<file path="config.mk">
export PLATFORM = sky130hd
export DESIGN_NAME = rx_fifo_wr_arb_flat
export DESIGN_NICKNAME = d
export VERILOG_FILES = /design/src/rtl/rx_fifo_wr_arb_if.sv /design/src/rtl/rx_fifo_wr_arb.sv /design/src/flat_wrapper.sv
export SDC_FILE = /design/constraint.sdc
export NUM_CORES = 1
export LEC_CHECK = 0
export CAP_MARGIN = 40
export CORE_AREA = 2 2 72 74
export CTS_BUF_LIST = sky130_fd_sc_hd__clkbuf_16
export CTS_CLUSTER_SIZE = 16
export DETAILED_ROUTE_END_ITERATION = 8
export DIE_AREA = 0 0 74 76
export PLACE_DENSITY_LB_ADDON = 0.08
export SYNTH_ARGS = -nofsm -noshare
export SYNTH_HDL_FRONTEND = slang
export SYNTH_SLANG_ARGS = --single-unit
</file>
<file path="constraint.sdc">
create_clock -name wclk -period 2.5 [get_ports wclk]
set_clock_uncertainty 0.1 [all_clocks]
set_input_delay 0.25 -clock wclk [delete_from_list [all_inputs] [get_ports wclk]]
set_output_delay 0.25 -clock wclk [all_outputs]
set_load 0.02 [all_outputs]
</file>
<file path="src/rtl/rx_fifo_wr_arb_if.sv">
// rtl/rx_fifo_wr_arb_if.sv - requester/FIFO-write bundle for rx_fifo_wr_arb
// Purpose: groups the lane requests and the FIFO write port into one bundle.
// Ports:
//   req/req_data/req_last : lane word-valid, packed words (lane i at [i*DSIZE +: DSIZE]), end-of-burst
//   ack                   : one-hot word-accepted strobe back to the lanes
//   wfull                 : registered FIFO full flag
//   winc/wdata            : FIFO write enable and data
//   gnt_id/busy/wcount    : current/last grantee, grant held, total words written (mod 2^16)
// Modports: slave = arbiter side, master = lanes + FIFO side.
interface rx_fifo_wr_arb_if #(
    parameter int NREQ  = 4,
    parameter int DSIZE = 10
);
    localparam int IW = (NREQ > 1) ? $clog2(NREQ) : 1;

    logic [NREQ-1:0]       req;
    logic [NREQ*DSIZE-1:0] req_data;
    logic [NREQ-1:0]       req_last;
    logic [NREQ-1:0]       ack;
    logic                  wfull;
    logic                  winc;
    logic [DSIZE-1:0]      wdata;
    logic [IW-1:0]         gnt_id;
    logic                  busy;
    logic [15:0]           wcount;

    modport slave (
        input  req, req_data, req_last, wfull,
        output ack, winc, wdata, gnt_id, busy, wcount
    );

    modport master (
        output req, req_data, req_last, wfull,
        input  ack, winc, wdata, gnt_id, busy, wcount
    );
endinterface

</file>
<file path="src/rtl/rx_fifo_wr_arb.sv">
// rtl/rx_fifo_wr_arb.sv - burst-atomic round-robin write-port arbiter for the PCS RX async FIFO
// Purpose: NREQ lanes share the single FIFO write port. A grant is held until the
// grantee's last word or MAXBURST words, writes are throttled by wfull, and one
// IDLE arbitration cycle separates consecutive grants.
// Ports:
//   wclk : write-domain clock
//   wrst : synchronous active-high reset
//   bus  : rx_fifo_wr_arb_if slave (req/req_data/req_last/wfull in;
//          ack/winc/wdata/gnt_id/busy/wcount out)
module rx_fifo_wr_arb #(
    parameter int NREQ     = 4,
    parameter int DSIZE    = 10,
    parameter int MAXBURST = 16
) (
    input  logic            wclk,
    input  logic            wrst,
    rx_fifo_wr_arb_if.slave bus
);
    localparam int IW = (NREQ > 1) ? $clog2(NREQ) : 1;
    localparam int BW = $clog2(MAXBURST + 1);

    typedef enum logic {
        IDLE = 1'b0,
        LOCK = 1'b1
    } state_t;

    state_t        state_q;
    state_t        state_d;
    logic [IW-1:0] gnt_q;
    logic [IW-1:0] gnt_d;
    logic [BW-1:0] bcnt_q;
    logic [15:0]   wcount_q;

    logic          pick_found;
    logic [IW-1:0] pick_idx;
    logic          winc_c;
    logic          burst_end;
    logic          rel_c;

    // Rotating priority: the lane after the last grantee is looked at first,
    // so a lane that was just served (or force-released) goes to the back.
    always_comb begin
        int cand;
        pick_found = 1'b0;
        pick_idx   = gnt_q;
        cand       = 0;
        for (int k = 1; k <= NREQ; k++) begin
            cand = (int'(gnt_q) + k) % NREQ;
            if (!pick_found && bus.req[cand[IW-1:0]]) begin
                pick_found = 1'b1;
                pick_idx   = cand[IW-1:0];
            end
        end
    end

    // wrst gates the write in the reset cycle itself so a mid-burst reset
    // cannot leak one more word into the FIFO.
    assign winc_c    = (state_q == LOCK) && bus.req[gnt_q] && !bus.wfull && !wrst;
    assign burst_end = (bcnt_q == BW'(MAXBURST - 1));
    assign rel_c     = winc_c && (bus.req_last[gnt_q] || burst_end);

    always_ff @(posedge wclk) begin
        if (wrst) begin
            state_q  <= IDLE;
            gnt_q    <= IW'(NREQ - 1);
            bcnt_q   <= '0;
            wcount_q <= '0;
        end else begin
            state_q <= state_d;
            gnt_q   <= gnt_d;
            if (state_q == IDLE && pick_found) begin
                bcnt_q <= '0;
            end else if (winc_c) begin
                bcnt_q <= bcnt_q + 1'b1;
            end
            wcount_q <= wcount_q + {15'd0, winc_c};
        end
    end

    always_comb begin
        state_d = state_q;
        gnt_d   = gnt_q;
        case (state_q)
            IDLE: begin
                if (pick_found) begin
                    state_d = LOCK;
                    gnt_d   = pick_idx;
                end
            end
            LOCK: begin
                if (rel_c) begin
                    state_d = IDLE;
                end
            end
        endcase
    end

    // wdata always shows the grantee's slice; it only matters while winc=1.
    always_comb begin
        bus.winc   = winc_c;
        bus.wdata  = bus.req_data[gnt_q*DSIZE +: DSIZE];
        bus.ack    = '0;
        if (winc_c) begin
            bus.ack[gnt_q] = 1'b1;
        end
        bus.gnt_id = gnt_q;
        bus.busy   = (state_q == LOCK);
        bus.wcount = wcount_q;
    end
endmodule

</file>
<file path="src/flat_wrapper.sv">
// flat-port wrapper written by rule: the top's interface ports become plain ports
module rx_fifo_wr_arb_flat 
#(
    parameter int NREQ     = 4,
    parameter int DSIZE    = 10,
    parameter int MAXBURST = 16
)
  (wclk, wrst, bus_req, bus_req_data, bus_req_last, bus_wfull, bus_ack, bus_winc, bus_wdata, bus_gnt_id, bus_busy, bus_wcount);
  rx_fifo_wr_arb_if #(.NREQ(NREQ), .DSIZE(DSIZE)) bus_i ();
  input  logic wclk;
  input  logic wrst;
  input wire logic [$bits(bus_i.req)-1:0] bus_req;
  input wire logic [$bits(bus_i.req_data)-1:0] bus_req_data;
  input wire logic [$bits(bus_i.req_last)-1:0] bus_req_last;
  input wire logic [$bits(bus_i.wfull)-1:0] bus_wfull;
  output wire logic [$bits(bus_i.ack)-1:0] bus_ack;
  output wire logic [$bits(bus_i.winc)-1:0] bus_winc;
  output wire logic [$bits(bus_i.wdata)-1:0] bus_wdata;
  output wire logic [$bits(bus_i.gnt_id)-1:0] bus_gnt_id;
  output wire logic [$bits(bus_i.busy)-1:0] bus_busy;
  output wire logic [$bits(bus_i.wcount)-1:0] bus_wcount;
  assign bus_i.req = bus_req;
  assign bus_i.req_data = bus_req_data;
  assign bus_i.req_last = bus_req_last;
  assign bus_i.wfull = bus_wfull;
  assign bus_ack = bus_i.ack;
  assign bus_winc = bus_i.winc;
  assign bus_wdata = bus_i.wdata;
  assign bus_gnt_id = bus_i.gnt_id;
  assign bus_busy = bus_i.busy;
  assign bus_wcount = bus_i.wcount;
  rx_fifo_wr_arb #(.NREQ(NREQ), .DSIZE(DSIZE), .MAXBURST(MAXBURST)) u_core (.wclk(wclk), .wrst(wrst), .bus(bus_i));
endmodule
</file>
==> run summary, run 1 <==
The run gives 0.547 as the core occupancy in the finished layout. The area growth from synthesis to final layout works out to 67.1%. The highest ir drop seen on vdd was 0.000416 V; the tightest hold margin was 0.422 ns. The tools report the die footprint as 5620 um^2.

The run gives 1610 um^2 as the total standard cell area after synthesis. The tools report the type of origin of the critical path as a primary input. In this run the count of I/O pins placed on the die edge is 85. The via count of the first global-routing pass was 1526. The congestion estimate from routability-driven global placement came to 0.736. Setup repair after global routing left no endpoint under its margin.

Among all stages on the critical path, the largest delay is contributed by clkdlybuf4s50_1. The average size of a mapped cell is 10.4 um^2, and the normalized max-slew margin is 0.684. The source of the worst hold timing path is u_core.bcnt_q[3]. The signal on the critical path passes through clkdlybuf4s50_1, mux4_2, nor4b_4, buf_4, clkdlybuf4s50_1. 0 antenna diodes ended up in the layout.

In this run, synthesis produced a sequential element count of 24. TritonCTS built the clock tree. Pin count of the biggest net entering global routing: 22.

The largest single stage delay on the critical path is 0.54 ns. The vertical die dimension was 76 um. For the combinational share of power, the log shows 0.516.

The overall fraction of global-route tracks in use was 0.158; the via total after detailed routing was 1510. The number of max-slew violations in the final report is 0, and the share of the clock period used by the worst path is 0.935. The max-cap check violation count came out at 0.

The die width was 74 um. The async set-reset flop share out of synthesis was 0; the transition time at the pin with the least slew margin was 0.470 ns. The run gives 0.267 as the sequential fraction of design power.

After the first detailed-routing iteration, the DRC count stood at 41. TritonCTS created 3 clock buffers. The number of failing hold endpoints at the final stage is 0, and the average routed wire per standard cell is 13.3 um. The flow ran to the end, and the final reports show no timing, DRC or antenna violations. After detailed routing, the number of remaining DRC violations is 0. The portion of total power attributed to the clock network is 0.217, and the highest fanout seen on the critical path is 5.

OpenSTA, run right after detailed placement, puts the worst setup slack at -0.0667 ns. The initial antenna violation count was 0; the clock input transition at the sequential cells of the worst setup and hold paths was 0.06 ns. In the synthesized netlist the dominant register cell turns out to be dfxtp_1. Clock latency on the worst-skew pair, taken at its later pin, is 0.25 ns. Setup slack closes at 0.163 ns.

The first global-routing pass estimated 7.26 mm of wire. The starting utilization of the core area came out at 0.327. The run gives 4910 um^2 as the core area.

For the number of filler instances in the final layout, the log shows 460. The tools report the master cell of the clock root buffer as clkbuf_16. The count of buffers added on input and output ports is 84.

In the final design database the tool counted 311 nets. Leaving out fill and tap cells, the most frequent cells in the layout are clkdlybuf4s50_1 (80), dfxtp_1 (23), nor2_1 (21). The clock passes through at most 2 buffers. The detail route stage leaves a number of antenna-violating nets equal to 0.

STA classifies the critical path endpoint as an output port. The wire-length estimate of the detail-placed layout is 3.40 mm. The sequential share of the synthesized area is 0.299, and the leakage component of the power is 1.11 nW. The internal power of the cells totals 0.00108 W. The startpoint identified for the worst register-to-register timing path is u_core.bus.gnt_id[0]. The switching portion of total power was 0.322. The tightest min-delay check is of the reg -> reg type.

Summed over all nets, the switching power comes to 0.000511 W. The type of the worst setup path is in -> out. The logs give 1.99 ns for the arrival time at the worst endpoint and 215 for the total nets after synthesis.

During synthesis, Yosys emitted a total of 0 warnings. In this run, synthesis inferred 0 flip-flops with an integrated enable. The final layout contains routed wiring with a total length of 4.26 mm.

The total number of placement rows was 26; the leftover overflow at the end of global routing was 0. Fraction of layout cells with a size suffix above 1: 0.152. The most frequent standard cell in the layout excluding fill and tap cells was clkdlybuf4s50_1.

The final setup violation count was 0; the data required time at the worst endpoint was 2.15 ns. In this run the power density over the cells is 591 nW/um^2. Synthesis produced a netlist whose cell count is 155. Timing startpoint of the critical path: bus_req[3].

The detail-routed via count per cell is 4.72, and the CTS sink count is 24. Before antenna repair, the detailed router went through 4 iterations. Critical path's most frequent cell: clkdlybuf4s50_1. For the highest achievable clock rate, the log shows 428 MHz.

In this run, distinct cell masters in the synthesized netlist total 36. The shortest clock period the worst path allows after layout came out at 2.34 ns. The maximum level of the CTS H-tree is 1.
power groups by stage:
stage | clock (W) | sequential [W] | combinational [W]
finish | 0.000345 | 0.000423 | 0.000818
global route | 0.000372 | 0.000428 | 0.000889
CTS | 0.000353 | 0.000424 | 0.000832
detailed placement | 0 | 0.000433 | 0.000827
global placement | 0 | 0.000433 | 0.000823
floorplan | 0 | 0.000442 | 0.000498
cell families (layout without fill, tap and decap cells):
kind of cell / Yosys count / count (layout) / share of synthesized area
muxes: 18 / 18 / 0.234
DFF: 24 / 24 / 0.299
xor gates and xnor gates: 16 / 16 / 0.0872
and+or+nand+nor: 59 / 59 / 0.202
AOI/OAI and AO/OA: 16 / 16 / 0.0661
adders and majority gates: 9 / 9 / 0.0700
buffers and inverters: 13 / 108 / 0.0420
stage by stage:
step           TNS, ns  total power [W]  cell area [um^2]  std cells
2_1_floorplan        0         0.000940              1610        155
3_3_place_gp    -0.193          0.00126              2590        315
3_5_place_dp    -0.319          0.00126              2590        315
4_1_cts              0          0.00161              2680        320
5_1_grt              0          0.00169              2690        320
6_report             0          0.00159              2690        320
synthesized netlist by cell type (all sizes together) (5+ instances only):
master | number | area, um^2
dfxtp | 24 | 480
nor2 | 21 | 78.8
mux4 | 15 | 345
xor2 | 10 | 87.6
ha | 9 | 113
a21oi | 7 | 35.0
inv | 6 | 22.5
xnor2 | 6 | 52.6
nand3 | 5 | 25.0
nand4 | 5 | 31.3
path summary, 6_finish.rpt:
kind | end | slack [ns] | cells past startpoint
max reg2reg | u_core.bus.wcount[12] | 0.18 | 9
min reg2reg | u_core.bcnt_q[3] | 0.42 | 2
min | u_core.bcnt_q[3] | 0.42 | 2
max | bus_winc | 0.16 | 5
flip-flops by register name, indices dropped and copies added, names as in the netlist:
name,cells
u_core.bcnt_q,5
u_core.bus.gnt_id,2
u_core.bus.busy,1
u_core.bus.wcount,16
metal layers:
layer	vias to the layer above	wire length (um)	track usage
met2	46	2200	0.283
met3	2	219	0.0331
met5	-	0	0
met4	0	14	0.0109
li1	758	-	-
met1	704	1820	0.201
layout make-up:
cell class / instances / area (um^2) / area share
repair buffers: 98 / 956 / 0.356
well taps: 70 / 87.6 / 0.0326
inverters: 6 / 22.5 / 0.00838
clock buffers: 3 / 75.1 / 0.0279
multi-input cells: 118 / 1060 / 0.395
clock inverters: 1 / 3.75 / 0.00140
flip-flops and latches: 24 / 482 / 0.179
worst max-delay path: cells and delay by family:
kind,cells,cell delay [ns]
mux,1,0.48
simple gates,1,0.15
buf+inv,3,1.10
what timing repair did:
action,in CTS,in global routing
setup endpoints to repair,4,4
hold buffers,0,0
resized for setup,0,4
hold endpoints to repair,0,0
setup buffers,1,0
Power figures use the tool's default switching activity.
==> run 2, diff against run 1 <==
Settings changed: CORE_AREA 2 2 72 74 to 2 2 70 72, DIE_AREA 0 0 74 76 to 0 0 72 74.
==> run summary, run 2 (same netlist as run 1, synthesis figures left out) <==
The flow ran to the end, and the final reports show no timing, DRC or antenna violations. The tools report the data required time at the worst endpoint as 2.15 ns (about the same). Overall fraction of global-route tracks in use: 0.169 (+0.0111). The area growth from synthesis to final layout came out at 65.8%. The run gives 299 (-5.1%) as the cell total after placement. Number of buffers inserted by port buffering: 84 (unchanged).

The first-pass GRT wire length is 7.13 mm (-1.7%), and the die footprint is 5330 um^2 (-5.3%). Leftover overflow at the end of global routing: 0 (unchanged). The global placement routability congestion was 0.773 (+5.1%); the number of buffers created by CTS was 3 (unchanged). The highest achievable clock rate is 412 MHz (-3.6%), and the number of non-filler instances in the completed layout is 304 (-5.0%). The pin count of the biggest net entering global routing was 22 (unchanged). The run gives 311 (unchanged) as the final net count. The CTS sink count was 24 (unchanged).

The share of the clock period used by the worst path is 0.970 (+0.0349). The tightest hold margin is 0.422 ns (-0.000143 ns). The shortest clock period the worst path allows after layout was 2.42 ns (+0.0873 ns).

The run gives 4600 um^2 (-6.4%) as the core area. The run gives 4.55 mm (+6.9%) as the total wire length. The most frequent standard cell in the layout excluding fill and tap cells is clkdlybuf4s50_1. The average routed wire per standard cell is 15.0 um (+13%), and the vertical die dimension is 74 um (-2.6%). Critical path's most frequent cell: clkdlybuf4s50_1. The number of failing hold endpoints at the final stage came out at 0 (unchanged). Detail-routed via count per cell: 5.09 (+7.8%). The antenna diode instance count is 0 (unchanged), and the die width is 72 um (-2.7%).

The tools report the via total after detailed routing as 1547 (+2.5%). Via count of the first global-routing pass: 1528 (+0.13%). Starting utilization of the core area: 0.350 (+0.0224).

Highest fanout seen on the critical path: 6 (+1). The number of primary I/O pins came out at 85 (unchanged). The max-cap check violation count came out at 0 (unchanged). The transition time at the pin with the least slew margin was 0.426 ns (-0.0439 ns); the buffer depth of the longest clock path was 2 (unchanged).

The highest ir drop seen on vdd is 0.000326 V (-22%), and the fraction of layout cells with a size suffix above 1 is 0.160 (+0.00800). The tools report the total number of placement rows as 25 (-3.8%). The number of flip-flops in the largest register was 16 (unchanged); the normalized max-slew margin was 0.716 (+0.0315). The worst setup path is captured at an output port. The tools report the master cell of the clock root buffer as clkbuf_16.

The setup TNS after final layout came out at 0 ns (unchanged). The delay of the slowest cell on the worst path was 0.60 ns (+0.06 ns); the DRC violations left was 0 (unchanged). The number of DRC violations after detailed-routing iteration 0 was 26 (-37%). The leakage component of the power is 1.09 nW (-1.3%).

The number of max-slew violations in the final report is 0 (unchanged), and the number of detailed-route iterations in the first pass is 4 (unchanged). For the post-route total power, the log shows 0.00159 W (about the same). TritonCTS built the clock tree. The clock latency on the worst-skew pair came out at 0.25 ns (about the same). The maximum level of the CTS H-tree is 1 (unchanged).

The clock input transition at the sequential cells of the worst setup and hold paths is 0.06 ns (about the same), and the number of filler instances in the final layout is 407 (-12%). The final setup violation count was 0 (unchanged). The run gives 3.53 mm (+3.6%) as the HPWL reported at the end of detailed placement. The path type of the worst min-delay path is reg -> reg. The worst setup path is launched from a primary input. Type of the worst setup path: in -> out.

For the arrival time at the worst endpoint, the log shows 2.07 ns (+0.08 ns). The slowest cell on the critical path is clkdlybuf4s50_1. The power density over cell area was 595 nW/um^2 (+0.73%). In the layout the commonest cells are clkdlybuf4s50_1 (80), dfxtp_1 (23), nor2_1 (21). The critical path goes through clkdlybuf4s50_1, mux4_2, nor4b_4, and2_1, clkdlybuf4s50_1. The hold buffer count at CTS is 0 (unchanged), and the initial antenna violation count is 0 (unchanged). For the final antenna-violating net count, the log shows 0 (unchanged).
## run 2: cell types whose count changed in the layout (fill, tap and decap cells not counted)
cell and change:
and3_1 -1, dlymetal6s2s_1 -1, nor2b_1 -1, nor2b_2 +1, and3_2 +1, dlygate4sd2_1 +1
## run 2: worst max-delay path, delay by kind of cell
family,cells,cell delay (ns)
AND/OR/NAND/NOR,2,0.48
multiplexers,1,0.25
buffers and inverters,2,1.09
## run 2: where the power goes
part	internal, W	switching [W]
Combinational	0.000462	0.000366
Clock	0.000213	0.000131
Sequential	0.000400	0.0000149
## run 2: final timing paths
kind | start | end | slack [ns] | cells after the start
worst max register to register | u_core.bus.gnt_id[0] | u_core.bus.wcount[14] | 0.17 | 9
worst max-delay path | bus_req[0] | bus_ack[3] | 0.08 | 5
worst min-delay path | u_core.bcnt_q[4] | u_core.bcnt_q[4] | 0.42 | 2
worst min register to register | u_core.bcnt_q[4] | u_core.bcnt_q[4] | 0.42 | 2
## run 2: through the flow
stage          utilization  area, um^2  worst slack [ns]
2_1_floorplan            -        1610           0.00236
3_3_place_gp         0.559        2570           -0.0277
3_5_place_dp         0.559        2570           -0.0674
4_1_cts              0.577        2660            0.0521
5_1_grt              0.580        2670          -0.00736
6_report             0.580        2670            0.0757
## run 2: final cells by class
type	instances	area, um^2	area share
Clock buffer	3	75.1	0.0282
Timing Repair Buffer	98	952	0.357
Tap cell	54	67.6	0.0253
Clock inverter	1	3.75	0.00141
Multi-Input combinational cell	118	1060	0.399
Inverter	6	22.5	0.00845
Sequential cell	24	482	0.181
## run 2: routing by layer
metal	part of all wire	global-route usage
met5	0	0
met4	0.0064	0.0377
met3	0.085	0.0366
met2	0.49	0.311
met1	0.42	0.205
## run 2: repair_timing
item / in CTS / in global routing
gates cloned: 0 / 0
setup endpoints to repair: 2 / 4
resized for setup: 1 / 5
setup buffers: 1 / 0
